$ cat src/rtl/in_debounce_pkg.sv
// Shared types and constants for the switch/button debouncer.
// Holds the per-channel FSM state encoding and the default channel count.
package in_debounce_pkg;

    localparam int unsigned N_IN_DEFAULT = 5;

    typedef enum logic [1:0] {
        STABLE_LO = 2'd0,
        WAIT_HI   = 2'd1,
        STABLE_HI = 2'd2,
        WAIT_LO   = 2'd3
    } db_state_e;

endpackage

$ cat src/rtl/debounce_chan.sv
// One debounce channel: synchroniser chain, stability counter and FSM.
// Outputs a registered level plus one-cycle rise/fall pulses on acceptance.
module debounce_chan
    import in_debounce_pkg::*;
#(
    parameter int unsigned DEBOUNCE_CYCLES = 3_000_000,
    parameter int unsigned SYNC_STAGES     = 2
) (
    input  logic clk,
    input  logic rst_n,
    input  logic raw,
    output logic db,
    output logic rise,
    output logic fall
);

    localparam int unsigned CW = $clog2(DEBOUNCE_CYCLES + 1);
    localparam logic [CW-1:0] CMAX = CW'(DEBOUNCE_CYCLES);
    localparam logic [CW-1:0] ONE  = CW'(1);

    logic [SYNC_STAGES-1:0] sync_q;
    logic                   sync;
    db_state_e              state_q, state_d;
    logic [CW-1:0]          cnt_q, cnt_d;
    logic                   db_d, rise_d, fall_d;

    always_ff @(posedge clk or negedge rst_n) begin
        if (!rst_n) begin
            sync_q <= '0;
        end else begin
            sync_q <= {sync_q[SYNC_STAGES-2:0], raw};
        end
    end

    assign sync = sync_q[SYNC_STAGES-1];

    always_comb begin
        state_d = state_q;
        cnt_d   = cnt_q;
        db_d    = db;
        rise_d  = 1'b0;
        fall_d  = 1'b0;
        unique case (state_q)
            STABLE_LO: begin
                cnt_d = '0;
                if (sync) begin
                    state_d = WAIT_HI;
                    cnt_d   = ONE;
                end
            end
            WAIT_HI: begin
                if (!sync) begin
                    state_d = STABLE_LO;
                    cnt_d   = '0;
                end else if (cnt_q == CMAX) begin
                    state_d = STABLE_HI;
                    cnt_d   = '0;
                    db_d    = 1'b1;
                    rise_d  = 1'b1;
                end else begin
                    cnt_d = cnt_q + ONE;
                end
            end
            STABLE_HI: begin
                cnt_d = '0;
                if (!sync) begin
                    state_d = WAIT_LO;
                    cnt_d   = ONE;
                end
            end
            WAIT_LO: begin
                if (sync) begin
                    state_d = STABLE_HI;
                    cnt_d   = '0;
                end else if (cnt_q == CMAX) begin
                    state_d = STABLE_LO;
                    cnt_d   = '0;
                    db_d    = 1'b0;
                    fall_d  = 1'b1;
                end else begin
                    cnt_d = cnt_q + ONE;
                end
            end
            default: begin
                state_d = STABLE_LO;
                cnt_d   = '0;
                db_d    = 1'b0;
            end
        endcase
    end

    // Level and pulses are registered together so they line up exactly.
    always_ff @(posedge clk or negedge rst_n) begin
        if (!rst_n) begin
            state_q <= STABLE_LO;
            cnt_q   <= '0;
            db      <= 1'b0;
            rise    <= 1'b0;
            fall    <= 1'b0;
        end else begin
            state_q <= state_d;
            cnt_q   <= cnt_d;
            db      <= db_d;
            rise    <= rise_d;
            fall    <= fall_d;
        end
    end

endmodule

$ cat src/rtl/in_debounce.sv
// Multi-channel debouncer for raw board switch/button levels.
// Each channel is an independent debounce_chan instance.
module in_debounce
    import in_debounce_pkg::*;
#(
    parameter int unsigned N_IN            = N_IN_DEFAULT,
    parameter int unsigned DEBOUNCE_CYCLES = 3_000_000,
    parameter int unsigned SYNC_STAGES     = 2
) (
    input  logic            clk_300,
    input  logic            rst_n,
    input  logic [N_IN-1:0] in,
    output logic [N_IN-1:0] in_db,
    output logic [N_IN-1:0] rise,
    output logic [N_IN-1:0] fall
);

    for (genvar i = 0; i < N_IN; i++) begin : g_chan
        debounce_chan #(
            .DEBOUNCE_CYCLES (DEBOUNCE_CYCLES),
            .SYNC_STAGES     (SYNC_STAGES)
        ) u_chan (
            .clk   (clk_300),
            .rst_n (rst_n),
            .raw   (in[i]),
            .db    (in_db[i]),
            .rise  (rise[i]),
            .fall  (fall[i])
        );
    end

endmodule

$ cat config.mk
export PLATFORM = sky130hd
export DESIGN_NAME = in_debounce
export DESIGN_NICKNAME = d
export VERILOG_FILES = /design/src/rtl/in_debounce_pkg.sv /design/src/rtl/debounce_chan.sv /design/src/rtl/in_debounce.sv
export SDC_FILE = /design/constraint.sdc
export NUM_CORES = 1
export LEC_CHECK = 0
export ABC_AREA = 1
export BUFFER_PORTS_ARGS = -buffer_cell sky130_fd_sc_hd__buf_2
export CORE_ASPECT_RATIO = 0.7
export CORE_MARGIN = 4
export CORE_UTILIZATION = 45
export CTS_BUF_LIST = sky130_fd_sc_hd__clkbuf_4
export DETAILED_ROUTE_END_ITERATION = 7
export GPL_ROUTABILITY_DRIVEN = 0
export HOLD_SLACK_MARGIN = 0.08
export SYNTH_ARGS = -nofsm -noshare
export SYNTH_HDL_FRONTEND = slang
export SYNTH_HIERARCHICAL = 1
export SYNTH_SLANG_ARGS = --single-unit
$ cat constraint.sdc
create_clock -name clk_300 -period 1.8 [get_ports clk_300]
set_input_delay 0.09 -clock clk_300 [delete_from_list [all_inputs] [get_ports clk_300]]
set_output_delay 0.09 -clock clk_300 [all_outputs]
set_load 0.01 [all_outputs]
# Word-level counts from Yosys, hierarchy flattened
# Index checks and enable logic that the tools add are counted.
[op_classes]
n_mux = 115
eq_ne = 60
addsub = 5
n_reduce_logical = 20
[ops]
columns = ["op", "count"]
rows = [
  ["case mux 22 bit (4 select lines)", 5],
  ["two-way mux 22 bit", 15],
  ["adder 22 x 1 -> 22 bit, second input constant", 5],
  ["== test 22 bit, second input constant", 5],
  ["two-way mux 2 bit", 30],
  ["two-way mux 1 bit", 55],
  ["!= test 2 x 1 -> 1 bit, second input constant", 20],
  ["case mux 2 bit (4 select lines)", 5],
  ["AND reduction 5 bit", 5],
  ["== test 2 bit, second input constant", 10],
  ["!= test 2 bit, second input constant", 10],
  ["AND reduction 4 bit", 5],
  ["!= test 3 x 1 -> 1 bit, second input constant", 5],
  ["!= test 3 bit, second input constant", 5],
  ["== test 2 x 1 -> 1 bit, second input constant", 5],
  ["logical NOT 2 bit", 5],
  ["case mux 1 bit (2 select lines)", 5],
  ["nonzero test 2 bit", 5],
]
[word_totals]
input_bits = 7
ff_bits = 145

# Longest topological paths before layout
# Gate-level depths: netlist (run 1).
[depth]
word_depth = 4
mapped_depth = 11
depth_no_buf = 11

# By module
# The synthesis (run 1) kept the hierarchy.
[modules_own_cells]
columns = ["module", "n_inst", "cells_per_inst", "area_each_um2"]
rows = [
  ["debounce_chan (g_chan[0].u_chan ...)", 4, 224, 1659.1],
  ["debounce_chan (g_chan[4].u_chan)", 1, 250, 1794.2],
]

# Least setup slack after synthesis (run 1)
# No wires, ideal clock.
[synth_timing]
kind = "reg-to-reg"
startpoint = "register g_chan[4].u_chan.cnt_q[0]"
endpoint = "register g_chan[4].u_chan.cnt_q[11]"
slack_ps = 362
stages_incl_launch_ff = 11
synth_period_minus_slack_ps = 1438
arrival_time_ps = 1318
path_cell_list = "dfrtp_1 inv_1 ha_1 inv_1 nor2_1 nand2_1 nor2_1 nand3_2 nand2_4 buf_12 nor2_1"
[synth_between]
elab_chain_cells = 4
elab_cells_between_ends = 6
classes_between = "add/sub: 1; eq/ne: 1; mux: 4"
[synth_lines]
columns = ["item", "line_no", "source"]
rows = [
  ["start, declared", "debounce_chan.sv:24", "logic [CW-1:0] cnt_q, cnt_d;"],
  ["start signal, assigned", "debounce_chan.sv:102", "cnt_q <= cnt_d;"],
  ["adder 22 x 1 -> 22 bit or == test 22 bit (tied branches)", "--", ""],
  ["two-way mux 22 bit *", "debounce_chan.sv:55, debounce_chan.sv:75", ""],
  ["two-way mux 22 bit (on tied branches)", "debounce_chan.sv:72, debounce_chan.sv:52", ""],
  ["case mux 22 bit (4 select lines) *", "debounce_chan.sv:43", "unique case (state_q)"],
  ["named net g_chan[4].u_chan.cnt_d[11]", "debounce_chan.sv:24", ""],
]
# The timed path passes the listed nets; every way through them passes the cells marked *.
# A chain may end at the register's enable or synchronous reset.

# Worst setup path in the final report (run 1)
[layout_timing]
startpoint = "register g_chan[4].u_chan.cnt_q[0]"
endpoint = "register g_chan[4].u_chan.cnt_q[10]"
# Same word-level chain as after synthesis.

==> impl_metrics.env, run 1 <==
export IMPL_status="finished clean"
export IMPL_hold_class="input port to flop"
export IMPL_cts_tree="built"
export IMPL_seq_area_um2=3630
export IMPL_yosys_warnings=6
export IMPL_cts_root_buf="clkbuf_4"
export IMPL_min_period_ns=1.65
export IMPL_synthTopCellsByArea="dfrtp_1, nand2_1, nor2_1"
export IMPL_r2r_end="g_chan[4].u_chan/cnt_q[10]"
export IMPL_postRouteAntennaNets=0
export IMPL_nNetsFinal=1219
export IMPL_p_leak_nw=4.17
export IMPL_final_common_cell="nand2_1"
export IMPL_maxSlewHeadroom_pct=69.8
export IMPL_cp_start_kind="flop"
export IMPL_num_rows=41
export IMPL_initial_utilization_pct=46.3
export IMPL_final_cell_mix="nand2_1, nor2_1, dfrtp_1"
export IMPL_clockBufferDepth=2
export IMPL_clock_fmax_mhz=606
export IMPL_post_drt_wl_per_cell_um=12.3
export IMPL_setup_violations=0
export IMPL_grt_first_pass_wirelength_um=31100
export IMPL_die_x_um=172
export IMPL_finish_utilization_pct=51.3
export IMPL_endpoint="g_chan[4].u_chan/cnt_q[10]"
export IMPL_grtUsageTotal_pct=18.3
export IMPL_core_area_um2=18200
export IMPL_vias_per_cell=4.71
export IMPL_arrival_ns=2.09
export IMPL_syn_nets=1163
export IMPL_reg2regPathDepth=10
export IMPL_worst_slew_pin_slew_ns=0.452
export IMPL_io_buffers=21
export IMPL_cap_violations=0
export IMPL_fin_setup_tns_ns=0
export IMPL_drive_gt1_share_pct=17.2
export IMPL_required_ns=2.24
export IMPL_powerDensity_nw_per_um2=618
export IMPL_drcViolationCount=0
export IMPL_synth_avg_cell_area_um2=7.36
export IMPL_die_y_um=123
export IMPL_irDropWorstVdd_mv=0.298
export IMPL_r2r_start="g_chan[4].u_chan/cnt_q[0]"
export IMPL_wirelength_um=17900
export IMPL_final_hold_viol_count=0
export IMPL_drv_slew=0
export IMPL_skew_ns=0.0199
export IMPL_h_tree_depth=4
export IMPL_end_kind="flop"
export IMPL_grt_max_degree=42
export IMPL_num_vias=6837
export IMPL_crit_type="flop to flop"
export IMPL_synth_seq_cells=145
export IMPL_cts_sinks=145
export IMPL_r2r_slack_ns=0.15
export IMPL_synth_top_cell_area_share_pct=43.0
export IMPL_fin_crit_sh_pct=91.7
export IMPL_multiInputGateArea_um2=4130
export IMPL_cts_made_buffers=17
export IMPL_critPathMaxFanout=8
export IMPL_drt_initial_drc_count=591
export IMPL_synth_cell_types=32
export IMPL_syn_area_um2=8430
export IMPL_cp_startpoint="g_chan[4].u_chan/cnt_q[0]"
export IMPL_syn2layout_area_growth_pct=10.7
export IMPL_grt_ovfl_total=0
export IMPL_antenna_found_initial=1
export IMPL_num_io_pins=22
export IMPL_clk_pin_slew_ns=0.12
export IMPL_worst_skew_pair_late_latency_ns=0.54
export IMPL_syn_inst=1146
export IMPL_n_fill_cell=1773
export IMPL_die_area_um2=21000
export IMPL_synth_top_area_cell="dfrtp_1"
export IMPL_seq_area_frac_synth_pct=43.0
export IMPL_drt_pass1_iter_count=5
export IMPL_grt_pass1_vias=6375
export IMPL_post_dp_hpwl_um=13300
export IMPL_hold_path_startpoint="in[2]"
worst max-delay path, cell delays in order, from the launching register on:
cell,delay [ns]
dfrtp_2,0.47
inv_2,0.09
ha_1,0.16
inv_1,0.05
nor2_1,0.08
nand2_1,0.07
nor2_2,0.14
nand3_4,0.16
nand2_8,0.16
buf_4,0.12
nor3b_2,0.03
Yosys cell counts (all sizes together):
| library cell | n |
|---|---|
| a21oi | 19 |
| a31oi | 6 |
| buf | 11 |
| dfrtp | 145 |
| ha | 10 |
| inv | 161 |
| nand2 | 302 |
| nand3 | 65 |
| nand3b | 1 |
| nand4 | 13 |
| nor2 | 321 |
| nor3 | 45 |
| nor3b | 7 |
| nor4 | 8 |
| o21ai | 7 |
| o21bai | 1 |
| o22ai | 1 |
| xnor2 | 8 |
| xor2 | 15 |
stage by stage:
step           setup slack [ns]  std cells  cell area, µm²  power [mW]  hold WS, ns
2_1_floorplan             0.362       1146            8430        3.56       -0.206
3_3_place_gp              0.166       1404            8850        3.69       0.0439
3_5_place_dp              0.114       1404            8850        3.69       0.0464
4_1_cts                  0.0787       1444            9230        5.87        0.132
5_1_grt                 -0.0132       1452            9330        6.09        0.143
6_report                  0.149       1452            9330        5.77        0.190
sequential cells by signal (all words and copies together) (netlist names), named ones only:
| register | count |
|---|---|
| g_chan.u_chan/cnt_q | 110 |
| g_chan.u_chan/db | 5 |
| g_chan.u_chan/fall | 5 |
| g_chan.u_chan/rise | 5 |
| g_chan.u_chan/state_q | 5 |
| g_chan.u_chan/sync_q | 10 |
cell type report:
| cell class | count | share of cell area [%] |
|---|---|---|
| multi-input combinational | 830 | 44.3 |
| sequential | 145 | 38.9 |
| inverter | 161 | 6.47 |
| timing repair buffer | 47 | 4.14 |
| tap | 236 | 3.16 |
| clock inverter | 14 | 1.57 |
| clock buffer | 18 | 1.45 |
| antenna | 1 | 0.0268 |
per-layer routing:
metal | wire (µm) | global-route usage, % | vias up
met4 | 159 | 4.45 | 0
met3 | 848 | 3.51 | 10
li1 | - | - | 3654
met2 | 6730 | 23.9 | 108
met5 | 0 | 0 | -
met1 | 10200 | 30.3 | 3065
how the worst min path moves through the flow:
stage	end	slack, ns	depth (start not counted)
after floorplan	async pin	-0.21	0
after global placement	g_chan[0].u_chan/cnt_q[12]	0.04	1
after detailed placement	g_chan[0].u_chan/cnt_q[4]	0.05	1
after CTS	g_chan[3].u_chan/sync_q[0]	0.13	2
after global routing	g_chan[3].u_chan/sync_q[0]	0.14	2
final	g_chan[2].u_chan/sync_q[0]	0.19	2
where the power goes:
group          total, mW  switching, mW  internal, mW
clock               2.10           1.16         0.946
combinational      0.345          0.227         0.118
sequential          3.32         0.0305          3.29
total               5.77           1.41          4.35
cell families after synthesis:
family	count (synthesis)	share of synthesized area, %
fa+ha+maj	10	1.48
simple gates	762	42.4
flops	145	43.0
compound gates	34	2.15
xor+xnor	23	2.39
buf+inv	172	8.49
repair_timing:
item | 4_1_cts | 5_1_grt
hold buffers | 8 | 0
resized for setup | 0 | 8
endpoints found under the setup margin | 0 | 33
endpoints found under the hold margin | 150 | 0
setup buffers | 0 | 6
No activity file was read; power rests on OpenSTA's default activity.
==> inputs of run 2 (changes only) <==
Settings changed: SYNTH_HIERARCHICAL 1 to default.
==> impl_metrics.env, run 2 <==
export IMPL_num_vias=7064
export IMPL_antenna_found_initial=1
export IMPL_synthTopCellsByArea="dfrtp_1, nand2_1, nor2_1"
export IMPL_clk_pin_slew_ns=0.13
export IMPL_placed_area_um2=8720
export IMPL_seq_area_frac_synth_pct=43.6
export IMPL_p_sw_share_pct=25.2
export IMPL_drt_initial_drc_count=632
export IMPL_p_int_mw=4.54
export IMPL_hold_end="g_chan[1].u_chan.sync_q[0]"
export IMPL_post_drt_wl_per_cell_um=13.1
export IMPL_cts_tree="built"
export IMPL_synth_avg_cell_area_um2=7.13
export IMPL_worst_skew_pair_late_latency_ns=0.56
export IMPL_grt_first_pass_wirelength_um=32500
export IMPL_pwr_share_seq_pct=55.2
export IMPL_yosys_top_cells_count="nand2_1, nor2_1, dfrtp_1"
export IMPL_syn_area_um2=8320
export IMPL_skew_ns=0.0136
export IMPL_clockBufferDepth=2
export IMPL_post_dp_hpwl_um=14400
export IMPL_n_fill_cell=1817
export IMPL_maxSlewHeadroom_pct=67.0
export IMPL_r2r_slack_ns=0.15
export IMPL_stdcell_area_um2=9130
export IMPL_die_y_um=122
export IMPL_cp_startpoint="g_chan[1].u_chan.cnt_q[0]"
export IMPL_final_hold_viol_count=0
export IMPL_vias_per_cell=4.86
export IMPL_num_rows=41
export IMPL_fin_setup_tns_ns=0
export IMPL_synthArstFlopShare_pct=100
export IMPL_grtUsageTotal_pct=19.5
export IMPL_num_io_pins=22
export IMPL_cts_sinks=145
export IMPL_final_common_cell="nand2_1"
export IMPL_hold_class="input port to flop"
export IMPL_die_x_um=171
export IMPL_placed_cells=1414
export IMPL_rsz0062_at_grt="no"
export IMPL_fin_cells=1453
export IMPL_postRouteAntennaNets=0
export IMPL_yosys_most_used_dff="dfrtp_1"
export IMPL_top_register="g_chan.u_chan.cnt_q"
export IMPL_critPathMaxFanout=11
export IMPL_synth_top_cell_area_share_pct=43.6
export IMPL_synth_cell_types=32
export IMPL_post_cts_buffers=0
export IMPL_io_buffers=21
export IMPL_h_tree_depth=4
export IMPL_hold_path_startpoint="in[1]"
export IMPL_nNetsFinal=1221
export IMPL_power_mw=6.07
export IMPL_final_cell_mix="nand2_1, nor2_1, dfrtp_1"
export IMPL_grt_pass1_vias=6419
export IMPL_setup_violations=0
export IMPL_synth_seq_cells=145
export IMPL_drcViolationCount=0
export IMPL_die_area_um2=20800
export IMPL_reg2regPathDepth=10
export IMPL_p_leak_nw=4.01
export IMPL_largest_register_ffs=110
export IMPL_arrival_ns=2.10
export IMPL_end_kind="flop"
export IMPL_switching_power_mw=1.53
export IMPL_status="finished clean"
export IMPL_grt_max_degree=50
export IMPL_cap_violations=0
export IMPL_syn_nets=1183
export IMPL_p_comb_share_pct=5.9
export IMPL_drv_slew=0
export IMPL_yosysMostFrequentCell="nand2_1"
export IMPL_min_period_ns=1.65
export IMPL_top_regs="g_chan.u_chan.cnt_q x110, g_chan.u_chan.sync_q x10"
export IMPL_pwr_share_clk_pct=38.8
export IMPL_drive_gt1_share_pct=9.29
export IMPL_cts_root_buf="clkbuf_4"
export IMPL_r2r_start="g_chan[1].u_chan.cnt_q[0]"
export IMPL_fin_crit_sh_pct=91.4
export IMPL_initial_utilization_pct=46.1
export IMPL_synth_top_area_cell="dfrtp_1"
export IMPL_required_ns=2.25
export IMPL_whs_path_depth=2
export IMPL_wirelength_um=19000
export IMPL_yosys_warnings=0
export IMPL_clock_fmax_mhz=608
export IMPL_cp_start_kind="flop"
export IMPL_cts_made_buffers=17
export IMPL_core_area_um2=18100
export IMPL_powerDensity_nw_per_um2=665
export IMPL_synth_edf_count=0
export IMPL_crit_type="flop to flop"
export IMPL_irDropWorstVdd_mv=0.335
export IMPL_worst_slew_pin_slew_ns=0.495
export IMPL_syn_inst=1166
export IMPL_grt_ovfl_total=0
export IMPL_syn2layout_area_growth_pct=9.72
export IMPL_drt_pass1_iter_count=5
export IMPL_r2r_end="g_chan[1].u_chan.cnt_q[8]"
[run 2: cell types whose count changed in the layout (fill, tap and decap cells not counted), sizes merged, moves of 4 or more]
| cell | previous run | this run |
|---|---|---|
| nor4 | 8 | 1 |
| nor3 | 45 | 33 |
| nand3 | 65 | 72 |
| nor2 | 321 | 317 |
| a21oi | 19 | 15 |
| nand4 | 13 | 20 |
| o21ai | 7 | 23 |
| nand2 | 303 | 313 |
| clkinv | 9 | 4 |
| xnor2 | 8 | 16 |
| a31oi | 6 | 0 |
| xor2 | 15 | 27 |
| inv | 161 | 134 |
[run 2: power by group through the flow]
stage	combinational, mW	sequential, mW	clock [mW]
2_1_floorplan	0.185	3.40	0
3_3_place_gp	0.348	3.41	0
3_5_place_dp	0.352	3.41	0
4_1_cts	0.366	3.35	2.45
5_1_grt	0.412	3.36	2.60
6_report	0.360	3.35	2.36
[run 2: kinds of logic after synthesis]
family          count (synthesis)  share of synthesized area [%]
buf+inv                       158                           8.32
compound gates                 44                           2.78
flops                         145                           43.6
fa+ha+maj                      10                           1.50
xor+xnor                       43                           4.53
simple gates                  766                           39.2
[run 2: layer usage]
layer	GRT usage (%)	part of all wire, %	up-vias
li1	-	-	3671
met1	33.5	57	3223
met2	23.8	36	155
met3	4.22	5.4	15
met4	5.09	1.1	0
met5	0	0	-
[run 2: stage by stage]
| step | hold slack (ns) | worst slack (ns) | utilization (%) |
|---|---|---|---|
| 2_1_floorplan | -0.206 | 0.352 | - |
| 3_3_place_gp | 0.0713 | 0.137 | 48.3 |
| 3_5_place_dp | 0.0700 | 0.104 | 48.3 |
| 4_1_cts | 0.102 | 0.0910 | 50.5 |
| 5_1_grt | 0.132 | 0.0271 | 50.5 |
| 6_report | 0.174 | 0.155 | 50.5 |
[run 2: how the worst max path moves through the flow]
stage,end,slack (ns),cells past startpoint
after floorplan,g_chan[1].u_chan.cnt_q[17],0.35,12
after global placement,g_chan[1].u_chan.cnt_q[8],0.14,10
after detailed placement,g_chan[1].u_chan.cnt_q[8],0.10,10
after CTS,g_chan[1].u_chan.cnt_q[8],0.09,10
after global routing,g_chan[1].u_chan.cnt_q[17],0.03,7
final,g_chan[1].u_chan.cnt_q[8],0.15,10
[run 2: final cells by class]
cell class | instances | area (µm²) | area share [%]
Tap cell | 236 | 295 | 3.24
Clock inverter | 13 | 186 | 2.04
Antenna cell | 1 | 2.50 | 0.0274
Timing Repair Buffer | 45 | 372 | 4.07
Clock buffer | 18 | 135 | 1.48
Multi-Input combinational cell | 863 | 4010 | 43.9
Sequential cell | 145 | 3630 | 39.8
Inverter | 132 | 495 | 5.43
[run 2: what timing repair did]
item	4_1_cts	5_1_grt
hold buffers	7	0
setup endpoints to repair	0	16
hold endpoints to repair	150	0
gates resized for setup	0	4
[run 2: critical path, stage by stage, from the launching register on]
cell and delay (ns):
dfrtp_1 0.43, inv_1 0.14, ha_1 0.19, nand2_1 0.05, inv_1 0.05, nand2_1 0.04, nor2_1 0.14, nand3_2 0.13
nand2_4 0.18, buf_12 0.15, nor3_1 0.04
==> inputs of run 3 (changes only) <==
Settings changed: ABC_AREA 1 to default.
==> impl_metrics.env, run 3 <==
export IMPL_min_period_ns=1.97
export IMPL_worst_skew_pair_late_latency_ns=0.55
export IMPL_rsz0062_at_grt="yes"
export IMPL_core_area_um2=15500
export IMPL_synth_cell_types=42
export IMPL_irDropWorstVdd_mv=0.377
export IMPL_arrival_ns=2.39
export IMPL_num_vias=5697
export IMPL_die_area_um2=18000
export IMPL_finish_utilization_pct=56.7
export IMPL_clk_pin_slew_ns=0.14
export IMPL_antenna_found_initial=0
export IMPL_yosys_top_cells_count="dfrtp_1, nor2_1, nand3_1, xor2_1, nand2_1"
export IMPL_nNetsFinal=858
export IMPL_synth_seq_cells=145
export IMPL_seq_area_frac_synth_pct=50.9
export IMPL_fin_setup_tns_ns=-3.79
export IMPL_holdWs_ns=0.170
export IMPL_clock_fmax_mhz=507
export IMPL_worst_slew_pin_slew_ns=0.493
export IMPL_grt_max_degree=52
export IMPL_initial_utilization_pct=46.0
export IMPL_num_io_pins=22
export IMPL_grt_pass1_vias=5611
export IMPL_cts_sinks=145
export IMPL_top_register="g_chan.u_chan.cnt_q"
export IMPL_io_buffers=21
export IMPL_yosysMostFrequentCell="dfrtp_1"
export IMPL_drive_gt1_share_pct=25.6
export IMPL_final_hold_viol_count=0
export IMPL_vias_per_cell=5.41
export IMPL_yosys_warnings=0
export IMPL_critPathMaxFanout=5
export IMPL_synth_top_cell_area_share_pct=50.9
export IMPL_synth_avg_cell_area_um2=9.82
export IMPL_dp_slack_ns=-0.219
export IMPL_cts_root_buf="clkbuf_4"
export IMPL_hold_class="input port to flop"
export IMPL_yosys_most_used_dff="dfrtp_1"
export IMPL_r2r_start="g_chan[0].u_chan.cnt_q[3]"
export IMPL_setup_violations=27
export IMPL_postRouteAntennaNets=0
export IMPL_p_leak_nw=3.72
export IMPL_power_mw=5.79
export IMPL_crit_type="flop to flop"
export IMPL_largest_register_ffs=110
export IMPL_drt_pass1_iter_count=4
export IMPL_drv_slew=0
export IMPL_die_x_um=159
export IMPL_top_regs="g_chan.u_chan.cnt_q x110, g_chan.u_chan.sync_q x10"
export IMPL_cp_startpoint="g_chan[0].u_chan.cnt_q[3]"
export IMPL_syn_area_um2=7140
export IMPL_endpoint="g_chan[0].u_chan.cnt_q[17]"
export IMPL_h_tree_depth=4
export IMPL_violations="negative setup slack"
export IMPL_cp_start_kind="flop"
export IMPL_synthArstFlopShare_pct=100
export IMPL_final_common_cell="dfrtp_1"
export IMPL_r2r_end="g_chan[0].u_chan.cnt_q[17]"
export IMPL_maxSlewHeadroom_pct=67.1
export IMPL_final_cell_mix="dfrtp_1, buf_4, nor2_1"
export IMPL_grt_ovfl_total=0
export IMPL_post_dp_hpwl_um=10900
export IMPL_syn2layout_area_growth_pct=23.1
export IMPL_n_fill_cell=1352
export IMPL_cts_tree="built"
export IMPL_syn_inst=727
export IMPL_seq_area_um2=3630
export IMPL_antennaDiodeCount=0
export IMPL_setup_slack_ns=-0.171
export IMPL_skew_ns=0.0258
export IMPL_drcViolationCount=0
export IMPL_multiInputGateArea_um2=3480
export IMPL_cap_violations=0
export IMPL_wirelength_um=15700
export IMPL_end_kind="flop"
export IMPL_drt_initial_drc_count=323
export IMPL_grtUsageTotal_pct=18.5
export IMPL_die_y_um=113
export IMPL_grt_first_pass_wirelength_um=27000
export IMPL_synth_top_area_cell="dfrtp_1"
export IMPL_syn_nets=744
export IMPL_r2r_slack_ns=-0.17
export IMPL_synthTopCellsByArea="dfrtp_1, xor2_1, nor2_1"
export IMPL_cts_made_buffers=17
export IMPL_reg2regPathDepth=7
export IMPL_synth_edf_count=0
export IMPL_required_ns=2.22
export IMPL_post_drt_wl_per_cell_um=14.9
export IMPL_num_rows=38
export IMPL_status="finished with violations"
export IMPL_fin_crit_sh_pct=110
export IMPL_clockBufferDepth=2
export IMPL_powerDensity_nw_per_um2=660
## run 3: what timing repair did
item | in CTS | in global routing
endpoints found under the setup margin | 86 | 103
hold buffers | 7 | 0
hold endpoints to repair | 150 | 0
pin swaps | 5 | 17
cloned | 0 | 2
resized for setup | 13 | 54
buffers inserted | 3 | 16
## run 3: stage by stage
step	instance area, µm²	std cells
2_1_floorplan	7170	727
3_3_place_gp	7990	995
3_5_place_dp	7990	995
4_1_cts	8440	1037
5_1_grt	8780	1054
6_report	8780	1054
## run 3: kinds of logic after synthesis
logic type,share of synthesized area [%]
XOR/XNOR,8.22
multiplexers,0.368
flip-flops,50.9
AND/OR/NAND/NOR,25.6
adder cells (fa/ha/maj),1.75
AO/OA/AOI/OAI,8.87
buffers and inverters,4.37
## run 3: critical path, stage by stage (launching register included)
cell and delay [ns]:
dfrtp_1 0.39, or3_1 0.36, or4_4 0.43, buf_4 0.15, o211ai_1 0.15, buf_4 0.19, buf_6 0.13, a21oi_2 0.03
## run 3: routing by layer
| metal | share of wire (%) | track usage (%) | wire [µm] | up-vias |
|---|---|---|---|---|
| met2 | 45 | 26.9 | 7010 | 65 |
| met1 | 52 | 28.2 | 8150 | 2787 |
| met5 | 0 | 0 | 0 | - |
| met3 | 2.8 | 4.55 | 442 | 8 |
| met4 | 0.79 | 3.98 | 124 | 0 |
| li1 | - | - | - | 2837 |
## run 3: worst min-delay path by stage
stage	startpoint	endpoint	slack [ns]	cells after the start
5_1_grt	in[0]	g_chan[0].u_chan.sync_q[0]	0.13	2
4_1_cts	in[0]	g_chan[0].u_chan.sync_q[0]	0.12	2
3_3_place_gp	rst_n	g_chan[4].u_chan.rise	0.07	1
3_5_place_dp	rst_n	g_chan[4].u_chan.cnt_q[21]	0.07	1
2_1_floorplan	rst_n	async pin	-0.21	0
6_report	in[0]	g_chan[0].u_chan.sync_q[0]	0.17	2
## run 3: area by class of cell
class | instances | area share [%]
Clock buffer | 20 | 1.71
Sequential cell | 145 | 41.4
Inverter | 28 | 1.20
Tap cell | 200 | 2.85
Timing Repair Buffer | 134 | 11.7
Clock inverter | 12 | 1.61
Multi-Input combinational cell | 515 | 39.6
## run 3: power by group
group	leakage [nW]	switching, mW	internal [mW]	total [mW]
logic	1.59	0.181	0.133	0.315
registers	1.97	0.0353	3.29	3.33
clock network	0.158	1.16	0.992	2.15
